**src/rtl/mult_seq_pkg.sv**
```systemverilog
// Shared types and constants for the digit-serial Wallace multiplier sequencer.
package mult_seq_pkg;

  typedef enum logic [1:0] {
    IDLE = 2'd0,
    MUL  = 2'd1,
    DONE = 2'd2
  } state_e;

  localparam int DIGIT_W  = 4;  // operand digit fed to the core
  localparam int CORE_P_W = 8;  // core product width (2*DIGIT_W)

endpackage

```
**src/rtl/wallace_tree_multiplier_4bit.sv**
```systemverilog
// Combinational 4x4 unsigned multiplier: four partial-product rows reduced
// by two carry-save (3:2) layers, then one carry-propagate add.
module wallace_tree_multiplier_4bit (
  input  logic [3:0] a,
  input  logic [3:0] b,
  output logic [7:0] p
);

  logic [3:0][7:0] pp;
  logic [7:0]      s1, c1, s2, c2;

  // Partial-product rows, reduced 4 -> 3 -> 2 rows. Carries dropped off the top
  // are harmless because the true product always fits in 8 bits.
  always_comb begin
    for (int r = 0; r < 4; r++) begin
      pp[r] = 8'(a & {4{b[r]}}) << r;
    end
    s1 = pp[0] ^ pp[1] ^ pp[2];
    c1 = ((pp[0] & pp[1]) | (pp[0] & pp[2]) | (pp[1] & pp[2])) << 1;
    s2 = s1 ^ c1 ^ pp[3];
    c2 = ((s1 & c1) | (s1 & pp[3]) | (c1 & pp[3])) << 1;
    p  = s2 + c2;
  end

endmodule

```
**src/rtl/wallace_mul_sequencer.sv**
```systemverilog
// Multi-cycle WIDTH x WIDTH unsigned multiplier: walks every 4-bit digit pair
// of the captured operands through one shared 4x4 core and accumulates the
// shifted digit products. Valid/ready on both sides.
module wallace_mul_sequencer
  import mult_seq_pkg::*;
#(
  parameter int WIDTH = 8
) (
  input  logic               clk,
  input  logic               rst_n,
  input  logic               in_valid,
  output logic               in_ready,
  input  logic [WIDTH-1:0]   in_a,
  input  logic [WIDTH-1:0]   in_b,
  output logic               out_valid,
  input  logic               out_ready,
  output logic [2*WIDTH-1:0] out_product,
  output logic               busy
);

  localparam int NDIG  = WIDTH / DIGIT_W;
  localparam int IDX_W = (NDIG > 1) ? $clog2(NDIG) : 1;
  localparam int ACC_W = 2 * WIDTH;
  localparam logic [IDX_W-1:0] LAST = IDX_W'(NDIG - 1);

  if (WIDTH < DIGIT_W || (WIDTH % DIGIT_W) != 0) begin : g_bad_width
    $error("wallace_mul_sequencer: WIDTH must be a multiple of 4 and >= 4");
  end

  state_e                state, state_nxt;
  logic [IDX_W-1:0]      i, j;
  logic [WIDTH-1:0]      a_q, b_q;
  logic [ACC_W-1:0]      acc, pp_shift;
  logic [DIGIT_W-1:0]    core_a, core_b;
  logic [CORE_P_W-1:0]   core_p;
  logic                  last_pair;

  assign core_a      = a_q[DIGIT_W*i +: DIGIT_W];
  assign core_b      = b_q[DIGIT_W*j +: DIGIT_W];
  assign last_pair   = (i == LAST) && (j == LAST);
  assign out_product = acc;

  wallace_tree_multiplier_4bit u_core (
    .a (core_a),
    .b (core_b),
    .p (core_p)
  );

  // Zero-extend the digit product and align it to digit position i+j.
  always_comb begin
    pp_shift = '0;
    pp_shift[CORE_P_W-1:0] = core_p;
    pp_shift = pp_shift << (DIGIT_W * (int'(i) + int'(j)));
  end

  // State register.
  always_ff @(posedge clk or negedge rst_n) begin
    if (!rst_n) state <= IDLE;
    else        state <= state_nxt;
  end

  // Next-state and handshake outputs.
  always_comb begin
    state_nxt = state;
    in_ready  = 1'b0;
    out_valid = 1'b0;
    busy      = 1'b0;
    case (state)
      IDLE: begin
        in_ready = 1'b1;
        if (in_valid) state_nxt = MUL;
      end
      MUL: begin
        busy = 1'b1;
        if (last_pair) state_nxt = DONE;
      end
      DONE: begin
        busy      = 1'b1;
        out_valid = 1'b1;
        if (out_ready) state_nxt = IDLE;
      end
      default: state_nxt = IDLE;
    endcase
  end

  // Operand capture, digit-pair counters (j inner, i outer) and accumulator.
  always_ff @(posedge clk or negedge rst_n) begin
    if (!rst_n) begin
      a_q <= '0;
      b_q <= '0;
      acc <= '0;
      i   <= '0;
      j   <= '0;
    end else begin
      case (state)
        IDLE: begin
          if (in_valid) begin
            a_q <= in_a;
            b_q <= in_b;
            acc <= '0;
            i   <= '0;
            j   <= '0;
          end
        end
        MUL: begin
          acc <= acc + pp_shift;
          if (last_pair) begin
            i <= '0;
            j <= '0;
          end else if (j == LAST) begin
            j <= '0;
            i <= i + IDX_W'(1);
          end else begin
            j <= j + IDX_W'(1);
          end
        end
        default: ;
      endcase
    end
  end

endmodule

```
**config.mk**
```make
export PLATFORM = sky130hd
export DESIGN_NAME = wallace_mul_sequencer
export DESIGN_NICKNAME = d
export VERILOG_FILES = /design/src/rtl/mult_seq_pkg.sv /design/src/rtl/wallace_tree_multiplier_4bit.sv /design/src/rtl/wallace_mul_sequencer.sv
export SDC_FILE = /design/constraint.sdc
export NUM_CORES = 1
export LEC_CHECK = 0
export ABC_AREA = 1
export CORE_ASPECT_RATIO = 1.25
export CORE_MARGIN = 2
export CORE_UTILIZATION = 60
export DETAILED_ROUTE_END_ITERATION = 8
export PLACE_DENSITY = 0.95
export SYNTH_ARGS = -nofsm -noshare
export SYNTH_HDL_FRONTEND = slang
export SYNTH_SLANG_ARGS = --single-unit
```
**constraint.sdc**
```tcl
create_clock -name clk -period 11.8 [get_ports clk]
set_input_delay 2.36 -clock clk [delete_from_list [all_inputs] [get_ports clk]]
set_output_delay 2.36 -clock clk [all_outputs]
set_load 0.1 [all_outputs]
```
# == Yosys cells after proc, flatten, opt, wreduce, memory -nomap -nowiden ==
# Index checks and enable logic that the tools add are counted.
# word_totals
elab_cells,62
reg_bits,36
inputBits,20
# op_classes
mux,16
n_eq_ne,6
shift,3
n_addsub,5
reduce_logical,8
bitwise,18
# ops
operator,n
7-bit bitwise AND,6
16-bit one-hot mux with 2 select lines,1
7-bit OR,4
8-bit XOR,3
16-bit adder,1
4-bit bitwise AND,4
16-bit two-way mux,1
8-bit by 4-bit variable part select with 4-bit output,2
8-bit by 4-bit << shifter with 16-bit output,1
8-bit adder,1
1-bit two-way mux,8
8-bit by 6-bit XOR with 8-bit output,1
2-bit two-way mux,3
2-bit != test (second input constant),3
2-bit one-hot mux with 3 select lines,1
3-bit AND reduction,2
1-bit one-hot mux with 2 select lines,2
2-bit AND reduction,2
3-bit != test (second input constant),1
1-bit adder (second input constant),2
1-bit by 1-bit adder with 2-bit output,1
2-bit by 1-bit == test with 1-bit output (second input constant),1
2-bit == test (second input constant),1
2-bit zero test,1
3 further kinds,3

# == Longest topological paths before layout ==
# logic_depth
word_depth,12
ltp_mapped,26
ltp_nobuf,25

# == Cells and area by module ==
# A second synthesis with hierarchy kept.
# unflattened
hier_cells,444
hier_area_um2,3085.5
# by_module_without_submodules
mod,area_each_um2,instances,seq_area_each_um2,cells_each
wallace_mul_sequencer,2677.6,1,900.9,381
wallace_tree_multiplier_4bit,407.9,1,0.0,63

# == Worst setup path after synthesis ==
# No wires, ideal clock.
# synth_timing
path_kind,register to register
from,register j
to,register acc[15] (netlist: out_product[15])
path_stages_with_launch,22
period_less_slack_ps,4111
path_slack_ps,7689
arrival_ps,3991
setup_ps,120
required_time_ps,11680
path_buffers,1
cell_sequence,dfrtp_1 > buf_2 > mux2i_1 > or2_2 > fa_1 > inv_1 > fa_1 > ha_1 > inv_1 > fa_1 > xnor2_1 > mux2i_1 > nor2_1 > ha_1 > nand2_1 > inv_1 > a21oi_1 > nand2_2 > a21oi_1 > nand2_1 > nand3_2 > nand2_1
# synth_via
elab_chain_len,12
# synth_lines
item,line,text
start: declaration,wallace_mul_sequencer.sv:31,"logic [IDX_W-1:0] i, j;"
start signal: assignment,wallace_mul_sequencer.sv:114,j <= j + IDX_W'(1);
8-bit by 4-bit variable part select with 4-bit output,wallace_mul_sequencer.sv:39,assign core_b = b_q[DIGIT_W*j +: DIGIT_W];
4-bit bitwise AND,wallace_tree_multiplier_4bit.sv:16,pp[r] = 8'(a & {4{b[r]}}) << r;
7-bit bitwise AND,wallace_tree_multiplier_4bit.sv:19,c1 = ((pp[0] & pp[1]) | (pp[0] & pp[2]) | (pp[1] & pp[2])) << 1;
7-bit OR (2 in a row),wallace_tree_multiplier_4bit.sv:19,
7-bit bitwise AND,wallace_tree_multiplier_4bit.sv:21,c2 = ((s1 & c1) | (s1 & pp[3]) | (c1 & pp[3])) << 1;
7-bit OR (2 in a row),wallace_tree_multiplier_4bit.sv:21,
8-bit adder,wallace_tree_multiplier_4bit.sv:22,p = s2 + c2;
8-bit by 4-bit << shifter with 16-bit output *,wallace_mul_sequencer.sv:53,pp_shift = pp_shift << (DIGIT_W * (int'(i) + int'(j)));
16-bit adder *,wallace_mul_sequencer.sv:106,acc <= acc + pp_shift;
16-bit one-hot mux with 2 select lines *,wallace_mul_sequencer.sv:95,case (state)
end signal: assignment,wallace_mul_sequencer.sv:106,
end: declaration,wallace_mul_sequencer.sv:33,"logic [ACC_W-1:0] acc, pp_shift;"
# Mark *: on every way between the ends. The rest lies on a longest branch, timed or not.
# A chain may end at the register's enable or synchronous reset.

# == Worst setup path in the final report ==
# layout_timing
from,register i
to,register acc[11] (netlist: out_product[11])
# layout_via
elab_chain_len,12
# layout_lines
item,line,text
start: declaration,wallace_mul_sequencer.sv:31,
start signal: assignment,wallace_mul_sequencer.sv:112,i <= i + IDX_W'(1);
8-bit by 4-bit variable part select with 4-bit output,wallace_mul_sequencer.sv:38,assign core_a = a_q[DIGIT_W*i +: DIGIT_W];
4-bit bitwise AND,wallace_tree_multiplier_4bit.sv:16,
7-bit bitwise AND,wallace_tree_multiplier_4bit.sv:19,
7-bit OR (2 in a row),wallace_tree_multiplier_4bit.sv:19,
7-bit bitwise AND,wallace_tree_multiplier_4bit.sv:21,
7-bit OR (2 in a row),wallace_tree_multiplier_4bit.sv:21,
8-bit adder,wallace_tree_multiplier_4bit.sv:22,
8-bit by 4-bit << shifter with 16-bit output *,wallace_mul_sequencer.sv:53,
16-bit adder *,wallace_mul_sequencer.sv:106,
16-bit one-hot mux with 2 select lines *,wallace_mul_sequencer.sv:95,
# Marks and branches as above.

==> reports/metrics.yaml <==
run_status:
  status: "finished clean"
critical_path:
  worstPathMaxFanout: 6
  end_kind: "flop"
  rr_endpoint: "out_product[11]"
  r2r_slack_ns: 7.17
  arrival_ns: 4.82
  rr_worst_depth: 20
  crit_path_start_kind: "flop"
  cp.required_ns: 11.99
  crit_type: "flop to flop"
  reg2reg_from: "i"
floorplan:
  die-area_um2: 5480
  initial_core_util: 0.622
  die_x_um: 66.6
  die_h_um: 82.3
  core_area_um2: 4730
  rows: 28
  ios: 39
grt:
  antenna_found_initial: 0
  grt_pass1_wl_mm: 11.2
  grt_pass1_vias: 2700
  grt_remaining_overflow: 0
  grt_max_degree: 37
  grt_util_all_layers: 0.265
sta:
  max_clock_freq_mhz: 216
  slew_violations: 0
  period_share: 0.392
  fin_tns_setup_ns: 0
  setup_viol: 0
  rsz0062_at_grt: "no"
  tightest_slew_ns: 0.974
  finClkSkew_ns: 0.00547
  hold_viol_final: 0
  slew_headroom: 0.348
  period_needed_ns: 4.63
placement:
  post_dp_cell_area_um2: 3350
  port_buffers: 38
  dp_hpwl_mm: 5.15
  gp_congestion: 0.966
layout:
  final_cell_mix: "155 x nand2_1, 42 x inv_1, 38 x nor2_1, 38 x clkdlybuf4s50_1, 36 x dfrtp_1"
  final_area_um2: 3450
  syn2layout_area_growth_pct: 17.1
  layout-drive-gt1-share: 0.0684
  finalNetCount: 505
  final_common_cell: "nand2_1"
  multiInputGateArea_um2: 1790
  post-route-util: 0.729
  num_antenna_cells: 0
  fill_cells: 379
  regArea_um2: 901
hold_path:
  hold_start: "b_q[7]"
  worstHoldPathType: "flop to flop"
  hold_end: "b_q[7]"
  min_path_cells: 2
drt:
  firstDrtPassIters: 4
  vias: 2778
  drtIter0Drc: 185
  drc_errors: 0
  avgViaCountPerCell: 5.42
  wirelength_mm: 6.52
  wl_per_cell_um: 12.7
  ant_nets: 0
synth:
  synth_area_um2: 2940
  synth_nets: 466
  syn_area_per_cell_um2: 7.13
  yosysWarnings: 0
  synth.top_cell.area_share: 0.306
  ys_ff_latch: 36
  synth_largest_area_cell: "dfrtp_1"
  synth_cell_type_count: 37
  ys_seq_area_frac: 0.306
  yosys-top-cells-area: "dfrtp_1 31%, nand2_1 20%, ha_1 11%"
  syn_inst: 413
clock_tree:
  ctsHtreeMaxLevel: 2
  postCtsHoldBufs: 0
  clk_pin_slew_ns: 0.08
  post_cts_buffers: 0
  clk_latency_ns: 0.30
  cts_root_buf: "clkbuf_8"
  cts_buffer_depth: 2
  cts_buffers: 5
  cts_tree: "done"
  post_cts_resized: 0
  cts_num_sinks: 36
flow_run:
  maxCapViolCount: 0
Yosys cell counts, drive strengths merged:
master / instances
nand3: 18
and2: 1
ha: 26
fa: 7
a22o: 2
a21oi: 20
o221ai: 1
and3: 1
o31ai: 1
nand2: 160
inv: 50
or2: 7
o22ai: 2
clkbuf: 1
o21ai: 14
o21bai: 1
nor3: 2
a21o: 2
nand3b: 3
buf: 6
nor2: 38
dfrtp: 36
xnor2: 2
mux2i: 9
nand4: 2
clkinv: 1
layer usage:
layer	vias up	routed length (µm)	global-route usage	part of all wire
met5	-	0	0	0
met3	28	264	0.0501	0.040
met4	0	244	0.135	0.037
li1	1385	-	-	-
met2	94	3460	0.495	0.53
met1	1271	2550	0.281	0.39
logic make-up (layout without fill, tap and decap cells):
logic type,Yosys count,after routing,synth area share
buf+inv,58,98,0.0842
simple gates,232,232,0.329
fa+ha+maj,33,33,0.158
mux,9,9,0.0306
compound gates,43,43,0.0863
flops,36,36,0.306
xor+xnor,2,2,0.00595
sequential cells by signal (all words and copies together), names as in the netlist:
| signal | cells |
|---|---|
| b_q | 8 |
| j | 1 |
| i | 1 |
| state | 2 |
| a_q | 8 |
| out_product | 16 |
worst max-delay path, cell delays in order, from the launching register on:
cell     delay, ns
dfrtp_1       0.52
mux2i_1       0.23
or2_2         0.34
fa_1          0.50
inv_1         0.06
fa_1          0.54
ha_1          0.18
inv_1         0.06
fa_1          0.40
xnor2_1       0.25
mux2i_1       0.14
nor2_1        0.17
ha_1          0.31
nand2_1       0.11
inv_1         0.07
a21oi_1       0.19
nand2_2       0.12
nand3_1       0.11
nand3_1       0.07
nand3_1       0.09
nand2_1       0.05
how the worst max path moves through the flow:
stage / start / to / cells after the start
6_report: i / out_product[11] / 20
5_1_grt: i / out_product[11] / 21
4_1_cts: i / out_product[11] / 20
3_5_place_dp: j / out_product[11] / 20
3_3_place_gp: j / out_product[11] / 20
2_1_floorplan: j / out_product[15] / 21
final cells by class:
type,count,area share
clock inverters,2,0.00399
clock buffers,6,0.0240
well taps,60,0.0218
multi-input cells,319,0.521
inverters,51,0.0556
flip-flops and latches,36,0.261
repair buffers,39,0.113
metrics by stage:
stage               hold slack, ns  worst slack (ns)  cells
floorplan                    0.448              7.69    413
global placement             0.465              7.45    505
detailed placement           0.465              7.33    505
CTS                          0.485              7.24    513
global route                 0.514              6.92    513
finish                       0.482              7.17    513
Power is not shown: default switching activity piles up to over one toggle a cycle in this logic, so the estimate is an artifact.
